File: src/rtl/ifu_pkg.sv
// Shared widths, constants and the fetch-entry layout for the instruction fetch unit.
package ifu_pkg;

  localparam int XLEN = 64;
  localparam int ILEN = 32;

  localparam logic [ILEN-1:0] NOP = 32'h0000_0013;

  typedef struct packed {
    logic [XLEN-1:0] pc;
    logic [ILEN-1:0] inst;
  } fetch_entry_t;

endpackage

File: src/rtl/fetch_fifo.sv
// Small synchronous FIFO with clear; head entry always sits in register slot 0,
// so the head output comes straight from a flop.
module fetch_fifo #(
  parameter int WIDTH = 8,
  parameter int DEPTH = 2,
  localparam int CW = $clog2(DEPTH + 1)
) (
  input  logic             clk,
  input  logic             rst,
  input  logic             clr,
  input  logic             push,
  input  logic [WIDTH-1:0] push_data,
  input  logic             pop,
  output logic [WIDTH-1:0] head,
  output logic [CW-1:0]    cnt
);

  logic [WIDTH-1:0] mem     [DEPTH];
  logic [WIDTH-1:0] mem_nxt [DEPTH];
  logic             do_push;
  logic             do_pop;
  logic [CW-1:0]    wr_idx;
  logic [CW-1:0]    cnt_nxt;

  always_comb begin
    do_pop  = pop && (cnt != '0);
    do_push = push && ((cnt != CW'(DEPTH)) || do_pop);
    wr_idx  = do_pop ? cnt - 1'b1 : cnt;

    mem_nxt = mem;
    if (do_pop) begin
      for (int i = 0; i < DEPTH - 1; i++) begin
        mem_nxt[i] = mem[i+1];
      end
    end
    if (do_push) begin
      for (int i = 0; i < DEPTH; i++) begin
        if (wr_idx == CW'(i)) begin
          mem_nxt[i] = push_data;
        end
      end
    end

    case ({do_push, do_pop})
      2'b10:   cnt_nxt = cnt + 1'b1;
      2'b01:   cnt_nxt = cnt - 1'b1;
      default: cnt_nxt = cnt;
    endcase
  end

  always_ff @(posedge clk) begin
    if (rst) begin
      cnt <= '0;
      for (int i = 0; i < DEPTH; i++) begin
        mem[i] <= '0;
      end
    end else if (clr) begin
      cnt <= '0;
    end else begin
      cnt <= cnt_nxt;
      mem <= mem_nxt;
    end
  end

  assign head = mem[0];

endmodule

File: src/rtl/ifu_fetch.sv
// Instruction fetch: credit-limited in-order requests, PC tag queue, registered
// instruction buffer, and flush handling that drops stale responses by count.
module ifu_fetch
  import ifu_pkg::*;
#(
  parameter int DEPTH = 2
) (
  input  logic            clk,
  input  logic            rst,
  input  logic [XLEN-1:0] pc_i,
  output logic            pc_hold_o,
  input  logic            flush_i,
  output logic            imem_req_valid_o,
  output logic [XLEN-1:0] imem_req_addr_o,
  input  logic            imem_req_ready_i,
  input  logic            imem_resp_valid_i,
  input  logic [ILEN-1:0] imem_resp_data_i,
  output logic            inst_valid_o,
  output logic [ILEN-1:0] inst_o,
  output logic [XLEN-1:0] inst_pc_o,
  input  logic            inst_ready_i
);

  localparam int CW = $clog2(DEPTH + 1);

  logic [CW-1:0]   out_cnt;
  logic [CW-1:0]   drop_cnt;
  logic [CW-1:0]   tag_cnt;
  logic [CW-1:0]   fifo_cnt;
  logic            credit;
  logic            req_fire;
  logic            resp_live;
  logic            inst_pop;
  logic [XLEN-1:0] tag_head;
  fetch_entry_t    buf_in;
  fetch_entry_t    buf_head;

  // Counting buffered plus outstanding entries guarantees a slot for every live response.
  assign credit = ({1'b0, out_cnt} + {1'b0, fifo_cnt}) < (CW+1)'(DEPTH);

  assign imem_req_valid_o = !rst && !flush_i && credit;
  assign imem_req_addr_o  = {pc_i[XLEN-1:2], 2'b00};
  assign req_fire         = imem_req_valid_o && imem_req_ready_i;
  assign pc_hold_o        = !req_fire && !flush_i;

  assign resp_live = imem_resp_valid_i && (drop_cnt == '0) && !flush_i && (tag_cnt != '0);
  assign inst_pop  = inst_valid_o && inst_ready_i && !flush_i;

  assign buf_in.pc   = tag_head;
  assign buf_in.inst = imem_resp_data_i;

  fetch_fifo #(
    .WIDTH (XLEN),
    .DEPTH (DEPTH)
  ) u_tag_q (
    .clk       (clk),
    .rst       (rst),
    .clr       (flush_i),
    .push      (req_fire),
    .push_data (pc_i),
    .pop       (resp_live),
    .head      (tag_head),
    .cnt       (tag_cnt)
  );

  fetch_fifo #(
    .WIDTH ($bits(fetch_entry_t)),
    .DEPTH (DEPTH)
  ) u_inst_buf (
    .clk       (clk),
    .rst       (rst),
    .clr       (flush_i),
    .push      (resp_live),
    .push_data (buf_in),
    .pop       (inst_pop),
    .head      (buf_head),
    .cnt       (fifo_cnt)
  );

  always_ff @(posedge clk) begin
    if (rst) begin
      out_cnt  <= '0;
      drop_cnt <= '0;
    end else begin
      case ({req_fire, imem_resp_valid_i})
        2'b10:   out_cnt <= out_cnt + 1'b1;
        2'b01:   out_cnt <= out_cnt - 1'b1;
        default: out_cnt <= out_cnt;
      endcase

      // out_cnt already includes earlier stale requests, so it replaces drop_cnt outright.
      if (flush_i) begin
        drop_cnt <= imem_resp_valid_i ? out_cnt - 1'b1 : out_cnt;
      end else if (imem_resp_valid_i && (drop_cnt != '0)) begin
        drop_cnt <= drop_cnt - 1'b1;
      end
    end
  end

  assign inst_valid_o = (fifo_cnt != '0);
  assign inst_o       = buf_head.inst;
  assign inst_pc_o    = buf_head.pc;

endmodule

File: config.mk
export PLATFORM = sky130hd
export DESIGN_NAME = ifu_fetch
export DESIGN_NICKNAME = d
export VERILOG_FILES = /design/src/rtl/ifu_pkg.sv /design/src/rtl/fetch_fifo.sv /design/src/rtl/ifu_fetch.sv
export SDC_FILE = /design/constraint.sdc
export NUM_CORES = 1
export LEC_CHECK = 0
export ABC_AREA = 0
export CAP_MARGIN = 30
export CORE_UTILIZATION = 55
export CTS_CLUSTER_DIAMETER = 40
export DETAILED_ROUTE_END_ITERATION = 6
export GPL_TIMING_DRIVEN = 0
export PLACE_DENSITY = 0.81
export SYNTH_ARGS = -nofsm -noshare
export SYNTH_HDL_FRONTEND = slang
export SYNTH_HIERARCHICAL = 1
export SYNTH_SLANG_ARGS = --single-unit
File: constraint.sdc
create_clock -name clk -period 3.2 [get_ports clk]
set_input_delay 0.96 -clock clk [delete_from_list [all_inputs] [get_ports clk]]
set_output_delay 0.96 -clock clk [all_outputs]
set_load 0.01 [all_outputs]
==> flow_summary.toml, run 1 <==
[route]
wl_per_cell_um = 17.1
drt_iter0_drc = 1339
antenna_left = 0
met2WireLength_um = 22600
routed_via_density = 5.40
routed.top_layer = "met5"
route.detailed.drc = 0
routed_wl_um = 50700
dr.pass1.iters = 5
met1_length_um = 22500
dr_wl_met3_um = 3660
num_vias = 16012

[synth]
synth_area_leaders = "dfxtp_1, nand2b_1, buf_4, mux2i_1, nand2_1"
ys_types = 41
synth_common_cells = "nand2_1, dfxtp_1, nand2b_1, buf_4, mux2i_1"
synth-simple-area-share_pct = 28.5
synthArstFlopShare_pct = 0
synth-main-ff-cell = "dfxtp_1"
synth-edff-count = 0
synth_compound_area_share_pct = 7.07
ys_ff_latch = 328
syn_inst = 2176
synth_most_common_cell = "nand2_1"
synth-xor-area-share_pct = 0.435
yosys.area.top_type_share_pct = 36.2
synth_area_mm2 = 0.0181
synthMuxAreaShare_pct = 13.1
synthAdderAreaFrac_pct = 0.524
syn_area_per_cell_um2 = 8.33
synth_top_family_by_area = "simple AND/OR/NAND/NOR gates"
yosys.area.top_type = "dfxtp_1"
yosysWarnings = 6
ys_seq_area_share_pct = 36.2

[sta]
maxSlewViolCount = 0
period_needed_ns = 3.19
worst_slew_pin_slew_ns = 0.799
fin_tns_setup_ns = 0
max-slew-margin-rel_pct = 46.7
hold_violations = 0
worst_clock_skew_ns = 0.0125
timing.final.crit_share_pct = 99.8
setup_viol = 0
max_clock_freq_ghz = 0.313

[placement]
dp_hpwl_um = 35700
postPlaceCellArea_mm2 = 0.0213
dp_cells = 2881
gp_congestion = 0.888
port_buffers = 262

[grt]
grt_pass1_wl_um = 80200
grt_use_total_pct = 29.3
grt_pass1_vias = 15536
grt-ovfl-total = 0
antenna_found_initial = 1
grt_max_degree = 16

[critical_path]
endpoint_kind = "output pin"
critPathMaxStageDelay_ns = 0.33
critPathArrivalTime_ns = 2.23
cpLargestDelayFamily = "buffers and inverters"
cp.required_ns = 2.24
path_cells = "clkdlybuf4s15_2 > buf_4 > nor4_4 > nand2_1 > inv_2 > nor2_4 > clkbuf_2"
startpoint_type = "primary input"
path_buf_inv = 4
cp_slowest_cell = "clkdlybuf4s15_2"
path_class = "in2out"
cp_max_fo = 8

[clock_tree]
htree_levels = 2
cts_num_sinks = 328
cts.clk_slew.worst_paths_ns = 0.05
hold_buffers = 0
cts_root_buf = "clkbuf_16"
clk_latency_ns = 0.54
cts_made_buffers = 48
cts_buffer_depth = 3
tritoncts = "done"

[finish]
drive_gt1_share_pct = 17.5
layout.nets = 2601
syn2layout_area_growth_pct = 26.8
final_area_mm2 = 0.0230
final_cells = 2967
diodes = 0

[floorplan]
rows = 66
io_pins = 265
coreArea_mm2 = 0.0325
start_util_pct = 55.9
die_x_um = 184
chipHeight_um = 184
dieArea_mm2 = 0.0337

[pwr]
power_density_mw_per_mm2 = 452
power.total_mw = 10.4
peakVddDrop_mv = 0.323
leakage_nw = 8.33

[flow_run]
cap_violations = 0

[run_status]
status = "complete, no violations"

[worst_hold_path]
hold_class = "reg2reg"
layer usage:
metal	up-vias	GRT usage, %
met2	680	46.0
met5	-	0
met1	7518	40.0
met3	129	4.36
li1	7683	-
met4	2	12.5
cells in the final DEF (no fill, tap or decap), types with 8 or more instances in the layout:
master,netlist,layout
clkdlybuf4s50_1,0,257
buf_4,231,236
xnor2_1,8,8
and3_1,96,96
nand4_1,65,65
clkbuf_1,111,113
o211ai_1,65,65
nand2b_1,324,324
buf_2,29,30
nand2_1,417,417
clkinv_4,0,8
dfxtp_1,328,326
o31ai_1,96,96
mux2_2,64,64
nor2_1,106,104
mux2i_1,166,166
clkbuf_16,0,49
through the flow:
| step | setup WS, ns | utilization [%] | hold WS [ns] |
|---|---|---|---|
| 2_1_floorplan | 0.363 | - | 0.445 |
| 3_3_place_gp | -1.30 | 65.7 | 0.453 |
| 3_5_place_dp | -1.33 | 65.7 | 0.458 |
| 4_1_cts | -0.162 | 70.8 | 0.468 |
| 5_1_grt | -0.00129 | 70.9 | 0.489 |
| 6_report | 0.00629 | 70.9 | 0.467 |
cells by family after synthesis:
| family | Yosys count |
|---|---|
| other | 1 |
| buffers and inverters | 400 |
| flip-flops | 328 |
| AND/OR/NAND/NOR | 1028 |
| multiplexers | 230 |
| AO/OA/AOI/OAI | 173 |
| XOR/XNOR | 9 |
| adder cells (fa/ha/maj) | 7 |
tightest hold or removal path: cells and delay by family (launching register included):
family           cells  cell delay (ns)
AND/OR/NAND/NOR      1             0.05
AO/OA/AOI/OAI        1             0.05
flip-flops           1             0.32
registers in the layout, indices dropped and copies added, names as in the netlist:
name	count
drop_cnt	2
out_cnt	2
u_inst_buf/cnt	2
u_inst_buf/head	96
u_inst_buf/mem	96
u_tag_q/cnt	2
u_tag_q/head	64
u_tag_q/mem	64
timing repair:
action | CTS | global route
setup buffers | 2 | 1
setup endpoints to repair | 322 | 166
resized for setup | 18 | 14
pin swaps | 1 | 2
power breakdown:
| group | internal (mW) | switching, mW |
|---|---|---|
| Sequential | 4.13 | 0.0385 |
| Clock | 3.35 | 1.98 |
| Combinational | 0.461 | 0.428 |
final timing paths:
kind / startpoint / endpoint / slack (ns) / cells past startpoint
min: u_inst_buf/head[28] / u_inst_buf/head[28] / 0.47 / 2
min reg2reg: u_inst_buf/head[28] / u_inst_buf/head[28] / 0.47 / 2
max: flush_i / pc_hold_o / 0.006 / 7
max reg2reg: u_inst_buf/cnt[0] / u_tag_q/head[62] / 0.24 / 11
cell type report:
cell class	count	area, um2
Buffer	393	2550
Clock buffer	55	1270
Clock inverter	28	353
Fill cell	2477	9460
Inverter	7	26.3
Multi-Input combinational cell	1449	9030
Sequential cell	328	6570
Tap cell	442	553
Timing Repair Buffer	265	2640
No activity file was read; power rests on OpenSTA's default activity.
==> run 2: changes to the inputs <==
--- a/config.mk
+++ b/config.mk
@@ -10,6 +10,7 @@
 export CORE_UTILIZATION = 55
 export CTS_CLUSTER_DIAMETER = 40
 export DETAILED_ROUTE_END_ITERATION = 6
+export GPL_ROUTABILITY_DRIVEN = 0
 export GPL_TIMING_DRIVEN = 0
 export PLACE_DENSITY = 0.81
 export SYNTH_ARGS = -nofsm -noshare
==> results of run 2 <==
No change in the layout: final DEF, timing and power equal those of run 1.
==> run 3: changes to the inputs <==
--- a/config.mk
+++ b/config.mk
@@ -13,6 +13,8 @@
 export GPL_ROUTABILITY_DRIVEN = 0
 export GPL_TIMING_DRIVEN = 0
 export PLACE_DENSITY = 0.81
+export SETUP_SLACK_MARGIN = 0.1
+export SKIP_CTS_REPAIR_TIMING = 1
 export SYNTH_ARGS = -nofsm -noshare
 export SYNTH_HDL_FRONTEND = slang
 export SYNTH_HIERARCHICAL = 1
==> run 3 against run 2 <==
  * The run now ends with setup timing left
  * Critical path depth stayed put
  * Clock-buffer cell count stayed put
  * Combinational power is 1% lower
  * Core utilization is 0.37 points higher
  * Worst setup slack worse by 0.046 ns
  * Clock power hardly changed
  * Routed wire length is 0.56% higher
  * Sequential cell count stayed put
  * Clock skew is 0.0013 ns lower
  * Critical path type unchanged
  * Critical endpoint unchanged
==> flow_summary.toml, run 3 (synthesis results as in run 1) <==
[run_status]
status = "complete, but fails checks"
failed_checks = "setup timing"

[sta]
maxSlewViolCount = 0
timing.final.crit_share_pct = 101
fin_tns_setup_ns = -0.0393
max_clock_freq_ghz = 0.309
rsz0062_at_grt = "yes"
setup_viol = 1
max-slew-margin-rel_pct = 46.0
worst_clock_skew_ns = 0.0112
period_needed_ns = 3.24
hold_violations = 0
worst_slack_ns = -0.0393
worst_slew_pin_slew_ns = 0.809

[clock_tree]
clk_latency_ns = 0.54
cts.clk_slew.worst_paths_ns = 0.05
cts_num_sinks = 328
htree_levels = 2
cts_made_buffers = 48
tritoncts = "done"
cts_buffer_depth = 3
cts_root_buf = "clkbuf_16"

[placement]
dp_hpwl_um = 35700
dp_cells = 2881
port_buffers = 262
dpl_worst_slack_ns = -1.33

[route]
routed_via_density = 5.42
drt_iter0_drc = 1352
routed_wl_um = 51000
num_vias = 16061
route.detailed.drc = 0
antenna_left = 0
wl_per_cell_um = 17.2
dr.pass1.iters = 5

[grt]
grt_pass1_vias = 15485
antenna_found_initial = 1
grt-ovfl-total = 0
grt_max_degree = 16
grt_use_total_pct = 29.3
grt_pass1_wl_um = 80100

[pwr]
leakage_nw = 8.84
power_density_mw_per_mm2 = 448
peakVddDrop_mv = 0.324

[finish]
fin_util_pct = 71.2
final_common_cell = "nand2_1"
drive_gt1_share_pct = 17.6
layout.nets = 2599
diodes = 0
syn2layout_area_growth_pct = 27.5
layout_common_cells = "nand2_1, dfxtp_1, nand2b_1, buf_4, clkdlybuf4s50_1"
final_cells = 2965

[critical_path]
critPathArrivalTime_ns = 2.28
cp_slowest_cell = "nor4_4"
cp.required_ns = 2.24
critPathMaxStageDelay_ns = 0.32
path_cells = "clkbuf_2 > clkbuf_4 > nor4_4 > nand2_2 > inv_4 > nor2_2 > dlymetal6s2s_1"
endpoint_kind = "output pin"
startpoint_type = "primary input"
path_class = "in2out"
cp_max_fo = 8

[floorplan]
dieArea_mm2 = 0.0337
chipHeight_um = 184
io_pins = 265
coreArea_mm2 = 0.0325
die_x_um = 184
rows = 66
start_util_pct = 55.9

[worst_hold_path]
hold_class = "reg2reg"

[flow_run]
cap_violations = 0
## run 3: changes by cell type in the layout (fill, tap and decap cells not counted), moves of 2 or more
| cell | delta |
|---|---|
| buf_4 | -4 |
| clkbuf_1 | -6 |
| clkbuf_2 | +8 |
| clkdlybuf4s15_2 | -2 |
| clkdlybuf4s50_1 | -51 |
| dlymetal6s2s_1 | +54 |
| nor2_2 | +2 |
| nor2_4 | -2 |
## run 3: critical path, delay by kind of cell
| kind | cells | cell delay (ns) |
|---|---|---|
| buffers and inverters | 4 | 0.79 |
| AND/OR/NAND/NOR | 3 | 0.51 |
## run 3: routing by layer
layer | track usage (%) | vias up | wire length (um)
met5 | 0 | - | 17
met4 | 12.1 | 2 | 1760
met3 | 4.22 | 116 | 3860
met2 | 46.1 | 686 | 23000
met1 | 40.1 | 7596 | 22300
li1 | - | 7661 | -
## run 3: power by group
group / switching, mW / leakage, nW / internal [mW]
sequential: 0.0386 / 2.64 / 4.13
clock: 1.97 / 0.784 / 3.35
combinational: 0.429 / 5.41 / 0.451
total: 2.44 / 8.84 / 7.92
## run 3: layout make-up
type | instances | area (um2)
repair buffers | 263 | 2760
well taps | 442 | 553
multi-input cells | 1449 | 9020
plain buffers | 393 | 2560
clock inverters | 28 | 353
fillers | 2459 | 9340
clock buffers | 55 | 1270
flip-flops and latches | 328 | 6570
inverters | 7 | 28.8
## run 3: per-stage QoR
| step | power [mW] | hold slack [ns] | instance area, um2 |
|---|---|---|---|
| detailed placement | 5.11 | 0.458 | 21300 |
| finish | 10.4 | 0.467 | 23100 |
| CTS | 10.4 | 0.468 | 22900 |
| global placement | 5.10 | 0.453 | 21300 |
| floorplan | 4.71 | 0.445 | 18100 |
| global route | 10.7 | 0.489 | 23100 |
## run 3: worst paths after layout
kind                                           from                  end  cells past startpoint  slack (ns)
worst min register to register  u_inst_buf/head[28]  u_inst_buf/head[28]                      2        0.47
worst max register to register    u_inst_buf/cnt[0]     u_tag_q/head[62]                     10        0.39
worst min-delay path            u_inst_buf/head[28]  u_inst_buf/head[28]                      2        0.47
worst max-delay path                        flush_i            pc_hold_o                      7       -0.04
